File: src/rtl/pipeline_hazard_ctrl.sv
// -----------------------------------------------------------------------------
// pipeline_hazard_ctrl
//   Hazard controller for a 5-stage in-order pipeline. It detects load-use
//   hazards, outstanding data-memory waits and control-transfer redirects, and
//   drives the per-stage stall, decode-squash and fetch-flush controls. It also
//   keeps two saturating performance counters (stall cycles, squash cycles).
//
// Ports
//   clk, rst_i                      clock, asynchronous active-high reset
//   id_valid_i                      IF/ID holds a valid instruction
//   id_rs1_addr_i, id_rs2_addr_i    ID source register addresses
//   id_uses_rs1_i, id_uses_rs2_i    ID instruction reads rs1 / rs2
//   id_ctrl_xfer_i                  ID resolves a redirect
//   ex_valid_i, ex_dmem_rd_en_i     ID/EX valid, ID/EX instruction is a load
//   ex_reg_wr_addr_i                ID/EX destination register
//   dmem_req_i, dmem_ready_i        MEM access pending / completes this cycle
//   cnt_clr_i                       synchronous clear of both counters
//   stall_{if,id,ex,mem}_o          hold PC+IF/ID, ID/EX, EX/MEM, MEM/WB
//   squash_id_o                     insert a bubble into ID/EX
//   flush_if_o                      invalidate IF/ID on the next edge
//   state_o                         FSM state (RUN=0, LOAD_USE=1, MEM_WAIT=2)
//   stall_cnt_o, squash_cnt_o       saturating performance counters
// -----------------------------------------------------------------------------
module pipeline_hazard_ctrl #(
  parameter int CNT_W = 32
) (
  input  logic             clk,
  input  logic             rst_i,
  input  logic             id_valid_i,
  input  logic [4:0]       id_rs1_addr_i,
  input  logic [4:0]       id_rs2_addr_i,
  input  logic             id_uses_rs1_i,
  input  logic             id_uses_rs2_i,
  input  logic             id_ctrl_xfer_i,
  input  logic             ex_valid_i,
  input  logic             ex_dmem_rd_en_i,
  input  logic [4:0]       ex_reg_wr_addr_i,
  input  logic             dmem_req_i,
  input  logic             dmem_ready_i,
  input  logic             cnt_clr_i,
  output logic             stall_if_o,
  output logic             stall_id_o,
  output logic             stall_ex_o,
  output logic             stall_mem_o,
  output logic             squash_id_o,
  output logic             flush_if_o,
  output logic [1:0]       state_o,
  output logic [CNT_W-1:0] stall_cnt_o,
  output logic [CNT_W-1:0] squash_cnt_o
);

  typedef enum logic [1:0] {
    ST_RUN      = 2'd0,
    ST_LOAD_USE = 2'd1,
    ST_MEM_WAIT = 2'd2
  } state_e;

  localparam logic [CNT_W-1:0] CNT_ONE = {{(CNT_W-1){1'b0}}, 1'b1};
  localparam logic [CNT_W-1:0] CNT_MAX = {CNT_W{1'b1}};

  state_e           state_q, state_d;
  logic [CNT_W-1:0] stall_cnt_q, stall_cnt_d;
  logic [CNT_W-1:0] squash_cnt_q, squash_cnt_d;

  logic mem_wait;
  logic load_use_raw;
  logic load_use;
  logic stall_if_s, stall_back_s, squash_s, flush_s;

  // Raw hazard terms, independent of FSM state.
  always_comb begin
    mem_wait     = dmem_req_i & ~dmem_ready_i;
    load_use_raw = id_valid_i & ex_valid_i & ex_dmem_rd_en_i &
                   (ex_reg_wr_addr_i != 5'd0) &
                   ((id_uses_rs1_i & (id_rs1_addr_i == ex_reg_wr_addr_i)) |
                    (id_uses_rs2_i & (id_rs2_addr_i == ex_reg_wr_addr_i)));
  end

  // Next-state and control decode. The MEM_WAIT exit cycle behaves like RUN,
  // so a load-use hazard held behind a memory wait takes its bubble there.
  // LOAD_USE masks detection: the bubble already sits in ID/EX.
  always_comb begin
    state_d      = ST_RUN;
    load_use     = 1'b0;
    stall_if_s   = 1'b0;
    stall_back_s = 1'b0;
    squash_s     = 1'b0;
    flush_s      = 1'b0;
    case (state_q)
      ST_RUN:      load_use = load_use_raw;
      ST_MEM_WAIT: load_use = load_use_raw;
      ST_LOAD_USE: load_use = 1'b0;
      default:     load_use = 1'b0;
    endcase
    if (mem_wait) begin
      stall_if_s   = 1'b1;
      stall_back_s = 1'b1;
      state_d      = ST_MEM_WAIT;
    end else if (load_use) begin
      stall_if_s   = 1'b1;
      squash_s     = 1'b1;
      state_d      = ST_LOAD_USE;
    end else begin
      flush_s      = id_ctrl_xfer_i & id_valid_i;
      state_d      = ST_RUN;
    end
  end

  // Outputs are forced quiet while reset is held, independent of the clock.
  always_comb begin
    stall_if_o   = stall_if_s   & ~rst_i;
    stall_id_o   = stall_back_s & ~rst_i;
    stall_ex_o   = stall_back_s & ~rst_i;
    stall_mem_o  = stall_back_s & ~rst_i;
    squash_id_o  = squash_s     & ~rst_i;
    flush_if_o   = flush_s      & ~rst_i;
    state_o      = state_q;
    stall_cnt_o  = stall_cnt_q;
    squash_cnt_o = squash_cnt_q;
  end

  // Saturating counters; clear wins over increment.
  always_comb begin
    stall_cnt_d  = stall_cnt_q;
    squash_cnt_d = squash_cnt_q;
    if (cnt_clr_i) begin
      stall_cnt_d  = '0;
      squash_cnt_d = '0;
    end else begin
      if (stall_if_s && (stall_cnt_q != CNT_MAX)) begin
        stall_cnt_d = stall_cnt_q + CNT_ONE;
      end else begin
        stall_cnt_d = stall_cnt_q;
      end
      if ((squash_s || flush_s) && (squash_cnt_q != CNT_MAX)) begin
        squash_cnt_d = squash_cnt_q + CNT_ONE;
      end else begin
        squash_cnt_d = squash_cnt_q;
      end
    end
  end

  // State and counter registers.
  always_ff @(posedge clk or posedge rst_i) begin
    if (rst_i) begin
      state_q      <= ST_RUN;
      stall_cnt_q  <= '0;
      squash_cnt_q <= '0;
    end else begin
      state_q      <= state_d;
      stall_cnt_q  <= stall_cnt_d;
      squash_cnt_q <= squash_cnt_d;
    end
  end

endmodule

File: config.mk
export PLATFORM = sky130hd
export DESIGN_NAME = pipeline_hazard_ctrl
export DESIGN_NICKNAME = d
export VERILOG_FILES = /design/src/rtl/pipeline_hazard_ctrl.sv
export SDC_FILE = /design/constraint.sdc
export NUM_CORES = 1
export LEC_CHECK = 0
export CAP_MARGIN = 20
export CORE_ASPECT_RATIO = 0.75
export CORE_MARGIN = 2
export CORE_UTILIZATION = 50
export DETAILED_ROUTE_END_ITERATION = 6
export GPL_ROUTABILITY_DRIVEN = 0
export PLACE_DENSITY = 0.81
export REMOVE_ABC_BUFFERS = 1
export SETUP_SLACK_MARGIN = 0.15
export SYNTH_ARGS = -nofsm -noshare
export SYNTH_HDL_FRONTEND = slang
export SYNTH_SLANG_ARGS = --single-unit
File: constraint.sdc
create_clock -name clk -period 5.7 [get_ports clk]
set_input_delay 1.425 -clock clk [delete_from_list [all_inputs] [get_ports clk]]
set_output_delay 1.425 -clock clk [all_outputs]
set_load 0.05 [all_outputs]
==> results.sh, run 1 <==
export IMPL_synth_top_area_share_pct=42.73
export IMPL_port_buffers=97
export IMPL_reg2reg_slack_ns=2.36
export IMPL_num_rows=27
export IMPL_cts_buffers=9
export IMPL_htreeDepth=3
export IMPL_cts_hold_buf=0
export IMPL_yosys_warnings=0
export IMPL_slowest_stage="clkdlybuf4s50_1"
export IMPL_drv_cap=0
export IMPL_crit_path_max_fanout=3
export IMPL_skew_ns=0.009295
export IMPL_grt_usage_pct=24.89
export IMPL_drc_errors=0
export IMPL_vdd_drop_max_uv=104.5
export IMPL_rsz0062_at_grt="no"
export IMPL_core_um2=7432
export IMPL_synth_common_cells="dfrtp_1, a21oi_1, nor2_1, nand2_1, nand3_1"
export IMPL_arrival_ns=3.65
export IMPL_yosysTopAreaCell="dfrtp_1"
export IMPL_drt_iter0_drc=218
export IMPL_worstSkewPairLatency_ns=0.34
export IMPL_grt_met1_usage_pct=34.07
export IMPL_relSlewSlack_pct=25.65
export IMPL_hold_path_class="reg -> reg"
export IMPL_wl_per_cell_um=16.35
export IMPL_utilization_pct=67.79
export IMPL_final_instance_count_excl_fill=633
export IMPL_min_delay_path_depth=1
export IMPL_cpMostUsedCell="clkdlybuf4s50_1"
export IMPL_synthTopCellsByArea="dfrtp_1, a21oi_1, xnor2_1"
export IMPL_final_area_um2=5039
export IMPL_syn_cell_area_um2=3865
export IMPL_synth_distinct_cells=45
export IMPL_area_growth_pct=30.37
export IMPL_die_w_um=105.5
export IMPL_synthCells=439
export IMPL_synth_most_common_cell="dfrtp_1"
export IMPL_r2r_cells=7
export IMPL_fmax_mhz=197.1
export IMPL_grt_pass1_wl_um=17070
export IMPL_vias_per_cell=6.106
export IMPL_max_stage_delay_ns=0.82
export IMPL_slew_violations=0
export IMPL_clock_path_buffers=2
export IMPL_holdWs_ns=0.5280
export IMPL_grt_overflow=0
export IMPL_dpl_instance_area_um2=4867
export IMPL_use_met2_pct=40.45
export IMPL_critPathKind="in -> out"
export IMPL_grt_busiest_layer="met2"
export IMPL_critical_path_endpoint_type="output port"
export IMPL_hold_viol=0
export IMPL_synth_seq_area_share_pct=42.73
export IMPL_post_cts_resized=0
export IMPL_pin_count=98
export IMPL_diodes=0
export IMPL_syn_area_per_cell_um2=8.804
export IMPL_clockRootBuffer="clkbuf_8"
export IMPL_crit_required_ns=4.28
export IMPL_yosys_register_bits=66
export IMPL_globalRouteMet3Util_pct=4.870
export IMPL_fin_nets=555
export IMPL_hpwl_um=7265
export IMPL_powerDensity_nw_per_um2=179.8
export IMPL_outcome="complete, no violations"
export IMPL_post_route_period_util_pct=89.02
export IMPL_cts_tree="built"
export IMPL_vias=3865
export IMPL_path_cells="clkdlybuf4s50_1, xnor2_1, nand4_1, o22ai_1, nand2_1, nor3_1, clkdlybuf4s50_1"
export IMPL_start_kind="primary input"
export IMPL_initial_core_util_pct=52.00
export IMPL_worst_pin_slew_ns=1.108
export IMPL_ys_flop_type="dfrtp_1"
export IMPL_drt_pre_antenna_iters=5
export IMPL_synthArstFlopShare_pct=100.0
export IMPL_grt_max_degree=45
export IMPL_cts_sinks=66
export IMPL_drive_above_1_share_pct=6.203
export IMPL_routed_wl_um=10350
export IMPL_p_leak_uw=0.001762
export IMPL_antenna_found_initial=0
export IMPL_cts_setup_buffers=0
export IMPL_dieArea_um2=8456
export IMPL_synth_edf_count=0
export IMPL_die_h_um=80.14
export IMPL_place_inst=617
export IMPL_ant_nets=0
export IMPL_grt_pass1_vias=3600
export IMPL_setup_tns_ns=0
export IMPL_cts_clk_slew_worst_paths_ns=0.07
export IMPL_setup_violations=0
export IMPL_period_needed_ns=5.074
==> layout make-up <==
cell class / instances / area (µm²)
clock inverter: 5 / 30.03
fill: 631 / 2394
timing repair buffer: 101 / 996.0
sequential: 66 / 1652
multi-input combinational: 338 / 2052
inverter: 11 / 41.29
tap: 101 / 126.4
clock buffer: 11 / 141.4
==> where the power goes <==
part	switching (µW)	internal, µW
registers	1.85	469
logic	53.0	30.3
clock network	184	168
==> registers in the layout, indices dropped and copies added (netlist names) <==
name	count
squash_cnt_o	32
stall_cnt_o	32
state_o	2
==> stage by stage <==
stage | setup slack [ns] | power [µW]
5_1_grt | 0.4877 | 941.9
3_3_place_gp | 0.6625 | 562.0
3_5_place_dp | 0.6295 | 563.9
6_report | 0.6261 | 905.9
4_1_cts | 0.6162 | 913.5
2_1_floorplan | 0.04713 | 519.3
==> kinds of logic after synthesis <==
| logic type | synth area share, % |
|---|---|
| buffers and inverters | 4.176 |
| multiplexers | 1.392 |
| flip-flops | 42.73 |
| XOR/XNOR | 5.439 |
| AO/OA/AOI/OAI | 15.35 |
| adder cells (fa/ha/maj) | 0.6474 |
| AND/OR/NAND/NOR | 30.27 |
==> placed cells by master (no fill, tap or decap), types with 2 or more instances in the layout <==
cell type / count
nor3_1: 8
o41ai_1: 3
clkdlybuf4s50_1: 96
and4_1: 5
inv_1: 10
nor2_1: 37
clkbuf_8: 10
clkinvlp_4: 2
nand4_1: 21
or4b_2: 3
a21oi_1: 47
ha_1: 2
a2111oi_0: 2
xnor2_1: 22
mux2_2: 3
nor4_1: 14
o31ai_1: 21
buf_4: 4
nand2b_1: 2
o21ai_0: 12
dfrtp_1: 66
o21ai_1: 9
and3_1: 6
nand2_1: 27
and2_1: 2
or4_1: 21
nor2b_1: 3
clkinv_2: 3
or3_1: 23
xor2_1: 2
mux2i_1: 2
nand3_1: 27
==> path summary, 6_finish.rpt <==
check,end,start
max in group asynchronous,squash_cnt_o[29],rst_i
min in group asynchronous,stall_cnt_o[24],rst_i
worst max-delay path,squash_id_o,ex_reg_wr_addr_i[2]
worst min-delay path,squash_cnt_o[31],squash_cnt_o[31]
worst min register to register,squash_cnt_o[31],squash_cnt_o[31]
worst max register to register,squash_cnt_o[18],squash_cnt_o[0]
==> layer usage <==
metal | share of wire, % | vias to the layer above
met5 | 0 | -
met4 | 0.79 | 0
met3 | 5.4 | 11
met2 | 48 | 150
met1 | 46 | 1872
li1 | - | 1832
==> worst max-delay path: cells and delay by family <==
family,cells,cell delay (ns)
buffers and inverters,2,1.38
and+or+nand+nor,3,0.41
xor gates and xnor gates,1,0.14
AOI/OAI and AO/OA,1,0.28
No activity file was read; power rests on OpenSTA's default activity.
==> inputs of run 2 (changes only) <==
- ABC_CLOCK_PERIOD_IN_PS: default -> 5700
==> results of run 2 <==
Final layout, timing and power as in run 1 (identical DEF).
